**src/rtl/addmult_rr_sched.sv**
```systemverilog
// Round-robin scheduler sharing one 2-stage (a+b)*(c+d) pipeline among 4 requesters.
// Results leave on a single valid/ready port tagged with the owning requester index.
module addmult_rr_sched #(
  parameter int IW   = 10,
  parameter int OW   = 2 * IW,
  parameter int NREQ = 4
) (
  input  logic                clk,
  input  logic                rst,
  input  logic [NREQ-1:0]     req_valid,
  output logic [NREQ-1:0]     req_ready,
  input  logic [NREQ*IW-1:0]  req_a,
  input  logic [NREQ*IW-1:0]  req_b,
  input  logic [NREQ*IW-1:0]  req_c,
  input  logic [NREQ*IW-1:0]  req_d,
  output logic                res_valid,
  input  logic                res_ready,
  output logic [OW-1:0]       res_data,
  output logic [1:0]          res_id,
  output logic [1:0]          inflight
);

  logic [1:0]    ptr;
  logic [1:0]    win;
  logic          found;
  logic          adv;
  logic          accept;
  logic [IW-1:0] a_sel, b_sel, c_sel, d_sel;
  logic [OW-1:0] prod;

  logic          s1_valid;
  logic [IW-1:0] s1_sum0;
  logic [IW-1:0] s1_sum1;
  logic [1:0]    s1_id;
  logic          s2_valid;
  logic [OW-1:0] s2_prod;
  logic [1:0]    s2_id;

  assign adv = !(s2_valid && !res_ready);

  // Search starts one past the last grant and wraps; the last grant itself is checked last.
  always_comb begin
    logic [1:0] idx;
    found = 1'b0;
    win   = '0;
    idx   = '0;
    for (int unsigned k = 1; k <= NREQ; k++) begin
      idx = ptr + 2'(k);
      if (!found && req_valid[idx]) begin
        found = 1'b1;
        win   = idx;
      end
    end
  end

  always_comb begin
    req_ready = '0;
    if (found && adv) req_ready[win] = 1'b1;
  end

  assign accept = found && adv;

  assign a_sel = req_a[win*IW +: IW];
  assign b_sel = req_b[win*IW +: IW];
  assign c_sel = req_c[win*IW +: IW];
  assign d_sel = req_d[win*IW +: IW];

  assign prod = {{(OW-IW){1'b0}}, s1_sum0} * {{(OW-IW){1'b0}}, s1_sum1};

  // Data registers load only behind a valid job; bubbles advance just the valid bits.
  always_ff @(posedge clk or posedge rst) begin
    if (rst) begin
      ptr      <= 2'd3;
      s1_valid <= 1'b0;
      s1_sum0  <= '0;
      s1_sum1  <= '0;
      s1_id    <= '0;
      s2_valid <= 1'b0;
      s2_prod  <= '0;
      s2_id    <= '0;
    end else if (adv) begin
      s1_valid <= accept;
      s2_valid <= s1_valid;
      if (accept) begin
        ptr     <= win;
        s1_sum0 <= a_sel + b_sel;
        s1_sum1 <= c_sel + d_sel;
        s1_id   <= win;
      end
      if (s1_valid) begin
        s2_prod <= prod;
        s2_id   <= s1_id;
      end
    end
  end

  assign res_valid = s2_valid;
  assign res_data  = s2_prod;
  assign res_id    = s2_id;
  assign inflight  = {1'b0, s1_valid} + {1'b0, s2_valid};

endmodule

```
**config.mk**
```make
export PLATFORM = sky130hd
export DESIGN_NAME = addmult_rr_sched
export DESIGN_NICKNAME = d
export VERILOG_FILES = /design/src/rtl/addmult_rr_sched.sv
export SDC_FILE = /design/constraint.sdc
export NUM_CORES = 1
export LEC_CHECK = 0
export CORE_MARGIN = 2
export CORE_UTILIZATION = 50
export CTS_BUF_LIST = sky130_fd_sc_hd__clkbuf_4 sky130_fd_sc_hd__clkbuf_8
export CTS_CLUSTER_DIAMETER = 50
export DETAILED_ROUTE_END_ITERATION = 16
export PLACE_DENSITY = 0.83
export SYNTH_ARGS = -nofsm -noshare
export SYNTH_HDL_FRONTEND = slang
export SYNTH_SLANG_ARGS = --single-unit
export TNS_END_PERCENT = 5
```
**constraint.sdc**
```tcl
create_clock -name clk -period 14.9 [get_ports clk]
set_input_delay 3.725 -clock clk [delete_from_list [all_inputs] [get_ports clk]]
set_output_delay 3.725 -clock clk [all_outputs]
set_load 0.01 [all_outputs]
```
# Word level (Yosys, flattened, before mapping)

Cells that the tools add are included.

Reductions and logical operators: 13
Mux-type cells: 19
$add $sub $neg: 6
$lt $le $gt $ge: 6
Multipliers: 2
Shift operators: 4
Bitwise logic cells: 1

Operators by type and width:

| cell                | number |
|---|---|
| $shiftx 40x7->10    | 4 |
| $add 10x10->10      | 2 |
| $mul 10x10->20      | 1 |
| $lt 2x3->1 const B  | 5 |
| $mux 1              | 9 |
| $bmux 1 s2          | 4 |
| $mux 2              | 4 |
| $logic_and 1x1->1   | 6 |
| $logic_not 1->1     | 5 |
| $mul 2x3->5 const B | 1 |
| $add 2x2->2 const B | 2 |
| $mux 4              | 1 |
| $reduce_and 2->1    | 2 |
| $add 1x1->2         | 1 |
| $add 2x1->2 const B | 1 |
| $demux 1 s2         | 1 |
| $ge 2x1->1 const B  | 1 |
| $not 1->1           | 1 |

Output and inout port bits: 29
Bits in registers: 48

# Depth between registers and ports, before layout

Depth after elaboration: 18
Mapped depth: 20
Gate-level depth less buffers: 19

# Least setup slack after synthesis

Ideal clock, no wire load.

Path kind: input-to-output
Start point: input req_valid[2]
End point: output req_ready[1]
Buffers on the path: 3
Path slack: 6.257 ns
Data arrival time: 4.918 ns
Stages: 7
Data required time: 11.175 ns
Path through: nand2b_1 o22ai_1 o21ba_1 buf_6 buf_2 buf_2 nor3_1

Word-level cells in the longest chain between the ends: 17
Elaborated cells on any way between the ends: 29
Classes of those cells: order compare: 2; mux: 19; reduce/logical: 8

Ends and longest elaborated chain:

| item                                                           | line | RTL |
|---|---|---|
| start: declaration                                             | 10   | `input logic [NREQ-1:0] req_valid,` |
| $bmux 1 s2                                                     | 49   | `if (!found && req_valid[idx]) begin` |
| $mux 1 (not written as such)                                   | 49   |  |
| $mux 1                                                         | 49   |  |
| $logic_not 1->1                                                | 49   |  |
| $logic_and 1x1->1                                              | 49   |  |
| $mux 1                                                         | 49   |  |
| $logic_not 1->1                                                | 49   |  |
| $logic_and 1x1->1                                              | 49   |  |
| $mux 1                                                         | 49   |  |
| $logic_not 1->1                                                | 49   |  |
| $logic_and 1x1->1                                              | 49   |  |
| $mux 2                                                         | 49   |  |
| $lt 2x3->1 (not written as such) or $ge 2x1->1 (tied branches) | 58   | `if (found && adv) req_ready[win] = 1'b1;` |
| $logic_and 1x1->1 (not written as such)                        | 58   |  |
| $mux 1 (not written as such)                                   | 58   |  |
| $demux 1 s2                                                    | 58   |  |
| $mux 4 (*)                                                     | 58   |  |
| end: declaration                                               | 11   | `output logic [NREQ-1:0] req_ready,` |

Mark *: on every way between the ends. The rest lies on a longest branch, timed or not. The select of a mux whose other input is x is not followed.

# Final worst setup path

Start point: input req_valid[0]
End point: output req_ready[2]

The elaborated chain is that of the path after synthesis.

==> impl_metrics.tcl <==
set metrics [dict create \
    pin_count 196 \
    met3_usage_pct 3.60 \
    syn_to_final_growth_pct 29.3 \
    async_flop_share_pct 100 \
    coreArea_sq_um 13900 \
    synth.avg_cell_area_sq_um 8.25 \
    hold_path_startpoint "res_data[10]" \
    cp.arrival_ps 6270 \
    cts_buffers 5 \
    rsz0062_at_grt "false" \
    critPathCaptureType "primary output" \
    gp_congestion 0.843 \
    synth_area_leaders "fa_1, dfrtp_1, ha_1" \
    portBuffers 195 \
    cts_resized 0 \
    setup_violations 0 \
    grt_pass1_vias 6228 \
    timing_worst_setup_path_type "input pin to primary output" \
    cts_tree "built" \
    max_freq_mhz 100 \
    gr-max-usage-layer "met2" \
    drv_cap 0 \
    ys_ff_latch 48 \
    synth_nets 1170 \
    ant_nets 0 \
    routed-via-count 6372 \
    cp-startpoint "req_valid[0]" \
    drv_slew 0 \
    path_cells "clkdlybuf4s50_1 -> a21o_1 -> a31oi_4 -> buf_4 -> nand2_1 -> nor2_1 -> clkdlybuf4s50_1" \
    nNetsFinal 1321 \
    ctsLongestPathBuffers 2 \
    grt.overflow.total 0 \
    hold_viol 0 \
    r2r_cells 17 \
    setup_ws_ps 4910 \
    drt-total-wl_um 17900 \
    final_core_util_pct 66.2 \
    clk_root_buffer_cell "clkbuf_8" \
    insertion_delay_ps 310 \
    min_path_cells 2 \
    use_met1_pct 30.6 \
    dieArea_sq_um 15200 \
    fin_crit_ps 9990 \
    r2r_slack_ps 9400 \
    slowest_delay_ps 640 \
    syn_area_sq_um 7140 \
    ys_seq_area_share_pct 16.9 \
    relSlewSlack_pct 33.3 \
    cp_max_fo 83 \
    dp_hpwl_um 14600 \
    row_count 43 \
    tns_ps 0 \
    cts_sinks 48 \
    wl_per_cell_um 14.9 \
    grt_usage_pct 24.0 \
    clk_pin_slew_ps 90 \
    num_antenna_cells 0 \
    yosysWarningCount 0 \
    syn_inst 865 \
    timing.rr.end "res_data[18]" \
    tightest_slew_ps 999 \
    grt_start_max_net_pins 84 \
    drt_pass1_iterations 4 \
    stdcell_area_sq_um 9230 \
    critPathRequiredTime_ps 11180 \
    final_cell_mix "clkdlybuf4s50_1, nand2_1, and2_1, inv_1, ha_1" \
    hold_end "res_data[10]" \
    post-route-period-util_pct 67.1 \
    drcViolationCount 0 \
    use_met2_pct 42.5 \
    start_util_pct 51.2 \
    synth_edf_count 0 \
    status "finished clean" \
    yosys.area.top_type "fa_1" \
    postCtsSetupBuffers 0 \
    die_x_um 123 \
    antenna_found_initial 0 \
    r2r-start "s1_sum1[2]" \
    drive_above_1_share_pct 2.95 \
    drt_iter0_markers 316 \
    synth_cell_types 55 \
    grt_pass1_wl_um 29200 \
    via_per_inst 5.32 \
    final_common_cell "clkdlybuf4s50_1" \
    synth_top_area_share_pct 17.9 \
    hp-class "flip-flop to flip-flop" \
    ys.flop_type "dfrtp_1" \
    h-tree-depth 2 \
    worstSetupStartpointType "input pin" \
    crit_path_frequent_cell "clkdlybuf4s50_1" \
    critPathSlowestCell "buf_4" \
    dp_slack_ps 4870 \
    worst_clock_skew_ps 6.74 \
    dpl_cell_area_sq_um 9110 \
    die_y_um 123 \
    holdBufCountCts 0 \
]
-- cell families after synthesis --
family | synth area share, %
AO/OA/AOI/OAI | 16.3
flip-flops | 16.9
XOR/XNOR | 3.80
multiplexers | 3.07
adder cells (fa/ha/maj) | 30.9
AND/OR/NAND/NOR | 21.2
buffers and inverters | 7.84
-- cell type report --
cell class                      instances  area [sq um]
Clock inverter                          3          47.5
Inverter                               83           312
Clock buffer                            5          68.8
Fill cell                            1153          4710
Tap cell                              180           225
Multi-Input combinational cell        678          5380
Sequential cell                        48          1200
Timing Repair Buffer                  200          1990
-- critical path, delay by kind of cell --
| kind | cells | cell delay (ps) |
|---|---|---|
| buf+inv | 3 | 1710 |
| simple gates | 2 | 440 |
| compound gates | 2 | 370 |
-- Yosys cell counts (all sizes together) (2+ instances only) --
library cell,number
nand2,169
mux2,7
o21bai,5
and2,94
xnor2,19
nand2b,10
a21oi,18
a21o,17
a31oi,39
fa,64
dfstp,2
dfrtp,46
o41ai,2
o22ai,2
nand3,6
nor3,4
xor2,12
o21ai,37
a211oi,39
clkbuf,35
o31ai,6
and3,3
buf,21
o21ba,2
inv,83
ha,74
nor3b,4
mux2i,14
nor4,2
a21boi,2
nor2,14
-- per-layer routing --
layer | wire length, um | vias up
met3 | 938 | 20
met5 | 0 | -
met2 | 9080 | 193
li1 | - | 3175
met4 | 305 | 0
met1 | 7560 | 2984
-- through the flow --
step           cells  hold slack, ps
2_1_floorplan    865             443
5_1_grt         1197             516
3_5_place_dp    1189             469
6_report        1197             483
3_3_place_gp    1189             460
4_1_cts         1197             493
-- worst max-delay path by stage --
stage,end,depth (start not counted),slack (ps)
CTS,req_ready[2],7,4860
detailed placement,req_ready[2],7,4870
floorplan,req_ready[1],7,6260
global placement,req_ready[2],7,4880
global route,req_ready[2],7,4690
finish,req_ready[2],7,4910
-- state kept, by name (all words and copies together) (netlist names) --
signal / count
s1_id: 2
res_valid: 1
s1_sum0: 10
ptr: 2
res_data: 20
s1_sum1: 10
res_id: 2
s1_valid: 1
Power is left out: the tool's default activity adds up to more than one toggle a clock period on the data nets, which glitch-free logic cannot reach.
